--- src/rtl/controlador_divisor.sv ---
// ============================================================================
// Module  : controlador_divisor
// Brief   : Single-counter timebase producing fast/slow clock-enable ticks,
//           with run/pause/stop sequencing and a glitch-free limit update.
//           Optional square-wave outputs: CONTROLADOR_ONDA_QUADRADA_EN.
// Rev     : 1.0 - initial release
// ============================================================================
`default_nettype none

module controlador_divisor #(
   parameter int               WIDTH         = 24,
   parameter int               FAST_BIT      = 5,
   parameter logic [WIDTH-1:0] DEFAULT_LIMIT = {WIDTH{1'b1}}
) (
   input  logic             clk,
   input  logic             rst_n,
   input  logic             i_start,
   input  logic             i_pause,
   input  logic             i_stop,
   input  logic             i_cfg_valid,
   input  logic [WIDTH-1:0] i_cfg_limit,
   output logic             o_cfg_ready,
   output logic             o_tick_fast,
   output logic             o_tick_slow,
   output logic             o_running,
   output logic [WIDTH-1:0] o_count
`ifdef CONTROLADOR_ONDA_QUADRADA_EN
   ,
   output logic             o_onda_rapida,
   output logic             o_onda_lenta
`endif
);

   typedef enum logic [1:0] {
      S_IDLE   = 2'd0,
      S_RUN    = 2'd1,
      S_PAUSED = 2'd2
   } state_t;

   state_t           r_state;
   logic [WIDTH-1:0] r_count;
   logic [WIDTH-1:0] r_limit;
   logic [WIDTH-1:0] r_pend_limit;
   logic             r_pend_valid;
   logic             r_tick_fast;
   logic             r_tick_slow;

   logic             w_xfer;
   logic             w_in_run;
   logic             w_wrap;
   logic             w_fast_hit;
   logic             w_pend_any;
   logic [WIDTH-1:0] w_pend_val;

   assign o_cfg_ready = ~r_pend_valid;
   assign w_xfer      = i_cfg_valid & ~r_pend_valid;
   assign w_in_run    = (r_state == S_RUN);
   assign w_wrap      = (r_count == r_limit);
   // Fast phase realigns at every wrap so both tick streams share a common origin.
   assign w_fast_hit  = (&r_count[FAST_BIT-1:0]) | w_wrap;
   assign w_pend_any  = r_pend_valid | w_xfer;
   assign w_pend_val  = w_xfer ? i_cfg_limit : r_pend_limit;

   always_ff @(posedge clk or negedge rst_n) begin
      if (!rst_n) begin
         r_state      <= S_IDLE;
         r_count      <= '0;
         r_limit      <= DEFAULT_LIMIT;
         r_pend_limit <= '0;
         r_pend_valid <= 1'b0;
         r_tick_fast  <= 1'b0;
         r_tick_slow  <= 1'b0;
      end else begin
         r_tick_slow <= w_in_run & w_wrap;
         r_tick_fast <= w_in_run & w_fast_hit;

         // Idle (or entering idle) takes a new limit at once; otherwise it waits for a wrap.
         if (i_stop || (r_state == S_IDLE)) begin
            if (w_pend_any) begin
               r_limit <= w_pend_val;
            end
            r_pend_valid <= 1'b0;
         end else begin
            if (w_in_run && w_wrap && r_pend_valid) begin
               r_limit      <= r_pend_limit;
               r_pend_valid <= 1'b0;
            end else begin
               r_pend_valid <= w_pend_any;
            end
            if (w_xfer) begin
               r_pend_limit <= i_cfg_limit;
            end
         end

         if (i_stop) begin
            r_count <= '0;
         end else begin
            unique case (r_state)
               S_IDLE:   r_count <= '0;
               S_RUN:    r_count <= w_wrap ? '0 : r_count + {{(WIDTH-1){1'b0}}, 1'b1};
               S_PAUSED: r_count <= r_count;
               default:  r_count <= '0;
            endcase
         end

         if (i_stop) begin
            r_state <= S_IDLE;
         end else begin
            unique case (r_state)
               S_IDLE:   if (i_start) r_state <= S_RUN;
               S_RUN:    if (i_pause) r_state <= S_PAUSED;
               S_PAUSED: if (i_start) r_state <= S_RUN;
               default:  r_state <= S_IDLE;
            endcase
         end
      end
   end

   assign o_tick_fast = r_tick_fast;
   assign o_tick_slow = r_tick_slow;
   assign o_running   = w_in_run;
   assign o_count     = r_count;

`ifdef CONTROLADOR_ONDA_QUADRADA_EN
   logic r_onda_rapida;
   logic r_onda_lenta;

   // Toggle on the same edge that registers the tick, so the waves only move while running.
   always_ff @(posedge clk or negedge rst_n) begin
      if (!rst_n) begin
         r_onda_rapida <= 1'b0;
         r_onda_lenta  <= 1'b0;
      end else if (i_stop) begin
         r_onda_rapida <= 1'b0;
         r_onda_lenta  <= 1'b0;
      end else if (w_in_run) begin
         if (w_fast_hit) r_onda_rapida <= ~r_onda_rapida;
         if (w_wrap)     r_onda_lenta  <= ~r_onda_lenta;
      end
   end

   assign o_onda_rapida = r_onda_rapida;
   assign o_onda_lenta  = r_onda_lenta;
`endif

endmodule

`default_nettype wire
--- config.mk ---
export PLATFORM = sky130hd
export DESIGN_NAME = controlador_divisor
export DESIGN_NICKNAME = d
export VERILOG_FILES = /design/src/rtl/controlador_divisor.sv
export SDC_FILE = /design/constraint.sdc
export NUM_CORES = 1
export LEC_CHECK = 0
export ABC_AREA = 1
export CAP_MARGIN = 30
export CORE_MARGIN = 2
export CORE_UTILIZATION = 55
export DETAILED_ROUTE_END_ITERATION = 6
export DONT_BUFFER_PORTS = 1
export HOLD_SLACK_MARGIN = 0.02
export PLACE_DENSITY = 0.76
export SYNTH_ARGS = -nofsm -noshare
export SYNTH_HDL_FRONTEND = slang
export SYNTH_SLANG_ARGS = --single-unit
--- constraint.sdc ---
create_clock -name clk -period 4.5 [get_ports clk]
set_input_delay 1.35 -clock clk [delete_from_list [all_inputs] [get_ports clk]]
set_output_delay 1.35 -clock clk [all_outputs]
set_load 0.01 [all_outputs]
# After elaboration in Yosys (flattened, before gate mapping)
# Cells that the tools add are included.
# totals
word_cells,43
reg_bits,77
inputBits,30
# classes
eq_ne,7
n_addsub,1
bitwise_logic,6
reduce_logical,9
muxes,13
# op_table
operator,n
two-way mux 24 bit,6
case mux 24 bit (2 select lines),1
"adder 24 x 1 -> 24 bit, second input constant",1
equality test 24 bit,1
two-way mux 2 bit,3
AND reduction 5 bit,1
"!= test 2 bit, second input constant",2
case mux 2 bit (2 select lines),1
AND reduction 2 bit,2
bitwise AND 1 bit,3
"!= test 3 x 1 -> 1 bit, second input constant",1
"!= test 3 bit, second input constant",1
"equality test 2 x 1 -> 1 bit, second input constant",1
"equality test 2 bit, second input constant",1
logical AND 1 bit,2
logical NOT 2 bit,1
two-way mux 1 bit,2
OR 1 bit,2
nonzero test 2 bit,1
OR reduction 2 bit,1
logical OR 1 bit,1
NOT 1 bit,1

# Depth between registers and ports, before layout
# logic_depth
word_depth,5
depth_mapped,12
depth_no_buf,12

# Worst setup path after synthesis
# Ideal clock, no wire load.
# synth_path
path_type,input port to flip-flop
start,in i_stop
end,reg r_pend_limit[17]
t_arrival_ns,2.199
t_required_ns,4.366
path_buffers,2
stages,6
setup_slack_ns,2.166
path_cell_list,a21oi_1 -> inv_1 -> clkbuf_1 -> clkbuf_1 -> nand2_1 -> o21ai_0
# synth_via
elab_chain_cells,1
# synth_rtl
item,line,text
"start, declared",19,"input logic i_stop,"
logical OR 1 bit,78,if (i_stop || (r_state == S_IDLE)) begin
"end signal, assigned",91,r_pend_limit <= i_cfg_limit;
"end, declared",43,logic [WIDTH-1:0] r_pend_limit;
# Every way passes these cells.
# A chain may end at the register's enable or synchronous reset.

# Final worst setup path
# layout_path
start,reg r_state[0]
end,out o_running
# layout_via
elab_chain_cells,1
# layout_rtl
item,line,text
"start, declared",40,state_t r_state;
"start signal, assigned",66,r_state <= S_IDLE;
"start signal, assigned",107,r_state <= S_IDLE;
"start signal, assigned",110,S_IDLE: if (i_start) r_state <= S_RUN;
equality test 2 x 1 -> 1 bit,57,assign w_in_run = (r_state == S_RUN);
"end, declared",25,"output logic o_running,"
# Every way passes these cells.

==> metrics.log <==
[metrics] run status: complete, no violations
[metrics] Final Wtd Congestion: ~0.9
[metrics] largest net degree at the start of global routing: between 70 and 80
[metrics] Root Buffer Master: clkbuf_8
[metrics] number of storage elements in the synthesis netlist: 77
[metrics] full die area: approximately 8600 um^2
[metrics] number of DRC markers in iteration 0: roughly 140
[metrics] worst-case clock skew: 12.4 ps
[metrics] final setup margin: 1880 ps
[metrics] launch instance of the worst register-to-register path: o_count[15]
[metrics] destination of the worst hold path: r_limit[10]
[metrics] total overflow reported by the global router: 0
[metrics] count of mapped cells out of synthesis: between 500 and 600
[metrics] count of final max-slew check failures: 0
[metrics] clock sinks: 77
[metrics] Post-CTS Resized: 0
[metrics] synthesized area: 4350 um^2
[metrics] Yosys warnings: 0
[metrics] standard-cell rows: 32
[metrics] first-pass GRT wire length: ~16,000 um
[metrics] clock period minus final worst setup slack: 2620 ps
[metrics] TritonCTS Buffers: 9
[metrics] Top-Level Pins: 58
[metrics] syn_area_per_cell: 8.00 um^2
[metrics] average wire per standard cell: ~15 um
[metrics] leakage power figure: 0.00208 uW
[metrics] reg-to-reg setup timing slack: ~2400 ps
[metrics] final antenna diode count: 0
[metrics] number of input and output port buffers inserted: 0
[metrics] unrepaired setup endpoints after global routing: no
[metrics] initial antenna violation count: 0
[metrics] part of the Yosys area used for sequential elements: approximately 45%
[metrics] Cell Pwr Density: roughly 420 nW/um^2
[metrics] area of the core: ~7700 um^2
[metrics] fmax: ~380 MHz
[metrics] number of setup buffers added after CTS: 0
[metrics] cell count of the worst hold path: 2
[metrics] final HPWL from detailed placement: 7040 um
[metrics] initial core utilization: 56.6%
[metrics] Synth async-reset ratio: between 90% and 100%
[metrics] number of unique standard cell types used by synthesis: 28
[metrics] Data arrival, critical path: about 1300 ps
[metrics] share of final-layout standard cells stronger than drive strength 1: between 10 and 15%
[metrics] worst max-slew margin expressed relative to the limit: between 60% and 70%
[metrics] main flop type after synthesis: dfrtp_1
[metrics] slew at the pin closest to its max-slew limit: a little under 600 ps
[metrics] crit end category: output port
[metrics] clock-pin slew on the worst setup and hold paths: around 70 ps
[metrics] critical path launch point type: flip-flop
[metrics] most area-consuming cells after synthesis: dfrtp_1 30%, nand2_1 15%, dfstp_2 14%, o21ai_0 6.8%, mux2i_1 5.5%
[metrics] maximum buffer depth of the clock tree: 2
[metrics] post-route fraction of the period consumed by the critical path: between 50% and 60%
[metrics] number of nets produced by synthesis: approximately 580
[metrics] maximum ir drop on the vdd rail: 262 uV
[metrics] GRT Total Usage: between 20% and 30%
[metrics] number of synthesized flops with an enable pin: 0
[metrics] FF-to-FF path depth: 10
[metrics] area share of the leading cell type in the synthesized netlist: around 30%
[metrics] total detailed-routing wirelength: ~9600 um
[metrics] CP Class: reg -> out
[metrics] leading area contributor after synthesis: dfrtp_1
[metrics] Crit path required time: around 3200 ps
[metrics] final hold viol count: 0
[metrics] number of H-tree levels: 3
[metrics] total of endpoints with negative setup slack in the final report: 0
[metrics] number of iterations in the first detailed-routing pass: 5
[metrics] overall die width: a little over 90 um
[metrics] Clk Latency, worst-skew pair: 360 ps
[metrics] startpoint of the worst hold path: r_limit[10]
[metrics] most numerous cell types in the synthesized netlist: 171 x nand2_1, 59 x o21ai_0, 53 x dfrtp_1
[metrics] top-count cell post-synth: nand2_1
[metrics] Die Span Y: about 93 um
[metrics] Reg2Reg Capture Point: o_count[19]
[metrics] post-route ant nets: 0
[metrics] biggest fanout along the worst timing path: 10
[metrics] number of global-route vias before repair: between 3,000 and 4,000
[metrics] Post-CTS Hold Buffers: 0
[metrics] maximum capacitance violations: 0
[metrics] detail-routed via count per cell: 5.51
[metrics] layout net count: between 500 and 600
[metrics] Post-Place Worst Slack: between 1500 and 2000 ps
[metrics] via count: 3,532
[metrics] worst hold path class: reg -> reg
[metrics] clock tree from TritonCTS: yes
[metrics] post-detailed-route DRC marker count: 0
[metrics] Layout Area Growth over Synthesis: 4.83%
[metrics] Final TNS setup: 0 ps
state kept, by name, indices dropped and copies added (netlist names):
register,flops
r_pend_limit,24
o_tick_fast,1
o_tick_slow,1
r_pend_valid,1
r_limit,24
r_state,2
o_count,24
worst max path at each step:
stage	from	endpoint	slack, ps	cells after the start
3_5_place_dp	i_stop	r_limit[16]	1640	7
3_3_place_gp	i_cfg_valid	r_limit[6]	1700	6
5_1_grt	r_state[0]	o_running	1790	2
4_1_cts	r_state[0]	o_running	1880	2
2_1_floorplan	i_stop	r_pend_limit[17]	2170	6
6_report	r_state[0]	o_running	1880	2
area by class of cell:
| type | count | area [um^2] |
|---|---|---|
| Clock inverter | 4 | 48.8 |
| Sequential cell | 77 | 1960 |
| Inverter | 36 | 135 |
| Clock buffer | 12 | 145 |
| Timing Repair Buffer | 4 | 30.0 |
| Fill cell | 705 | 3120 |
| Tap cell | 102 | 128 |
| Multi-Input combinational cell | 406 | 2120 |
logic make-up (layout without fill, tap and decap cells):
group	Yosys count	after routing	share of synthesized area, %
simple gates	269	269	26.4
buf+inv	61	56	6.44
mux	24	24	5.52
flops	77	77	45.0
compound gates	75	75	8.82
fa+ha+maj	2	2	0.575
xor+xnor	36	36	7.24
routing by layer:
metal	vias to the layer above	part of all wire (%)	GRT usage, %
met5	-	0	0
met4	0	1.6	7.60
met3	18	7.1	5.70
met2	117	47	37.9
met1	1653	45	33.2
li1	1744	-	-
cell usage in the layout (no fill, tap or decap), drive strengths merged, types with 4 or more instances in the layout:
master and instances:
nor2 35, nor3 7, clkbuf 12, inv 36, o21ai 59, nand2 175
nand3 40, nand4 10, mux2i 24, xnor2 13, dfrtp 53, xor2 23
o22ai 5, dfstp 24, buf 4, a21oi 10
per-stage QoR:
step / instance area (um^2) / cells / util, % / total power, uW / hold slack (ps)
floorplan: 4350 / 544 / - / 1300 / 471
global placement: 4370 / 625 / 56.8 / 1380 / 482
detailed placement: 4370 / 625 / 56.8 / 1410 / 485
CTS: 4560 / 641 / 59.4 / 1930 / 497
global route: 4560 / 641 / 59.4 / 2050 / 521
finish: 4560 / 641 / 59.4 / 1920 / 493
power breakdown:
| part | leakage, uW | switching, uW | internal (uW) |
|---|---|---|---|
| Combinational | 0.00102 | 225 | 162 |
| Clock | 0.000100 | 255 | 271 |
| Sequential | 0.000960 | 121 | 884 |
| Total | 0.00208 | 601 | 1320 |
worst max-delay path, stage by stage (launching register included):
cell and delay, ps:
dfrtp_1 380, inv_1 80, nor2_2 460
(Power assumes the default switching activity.)
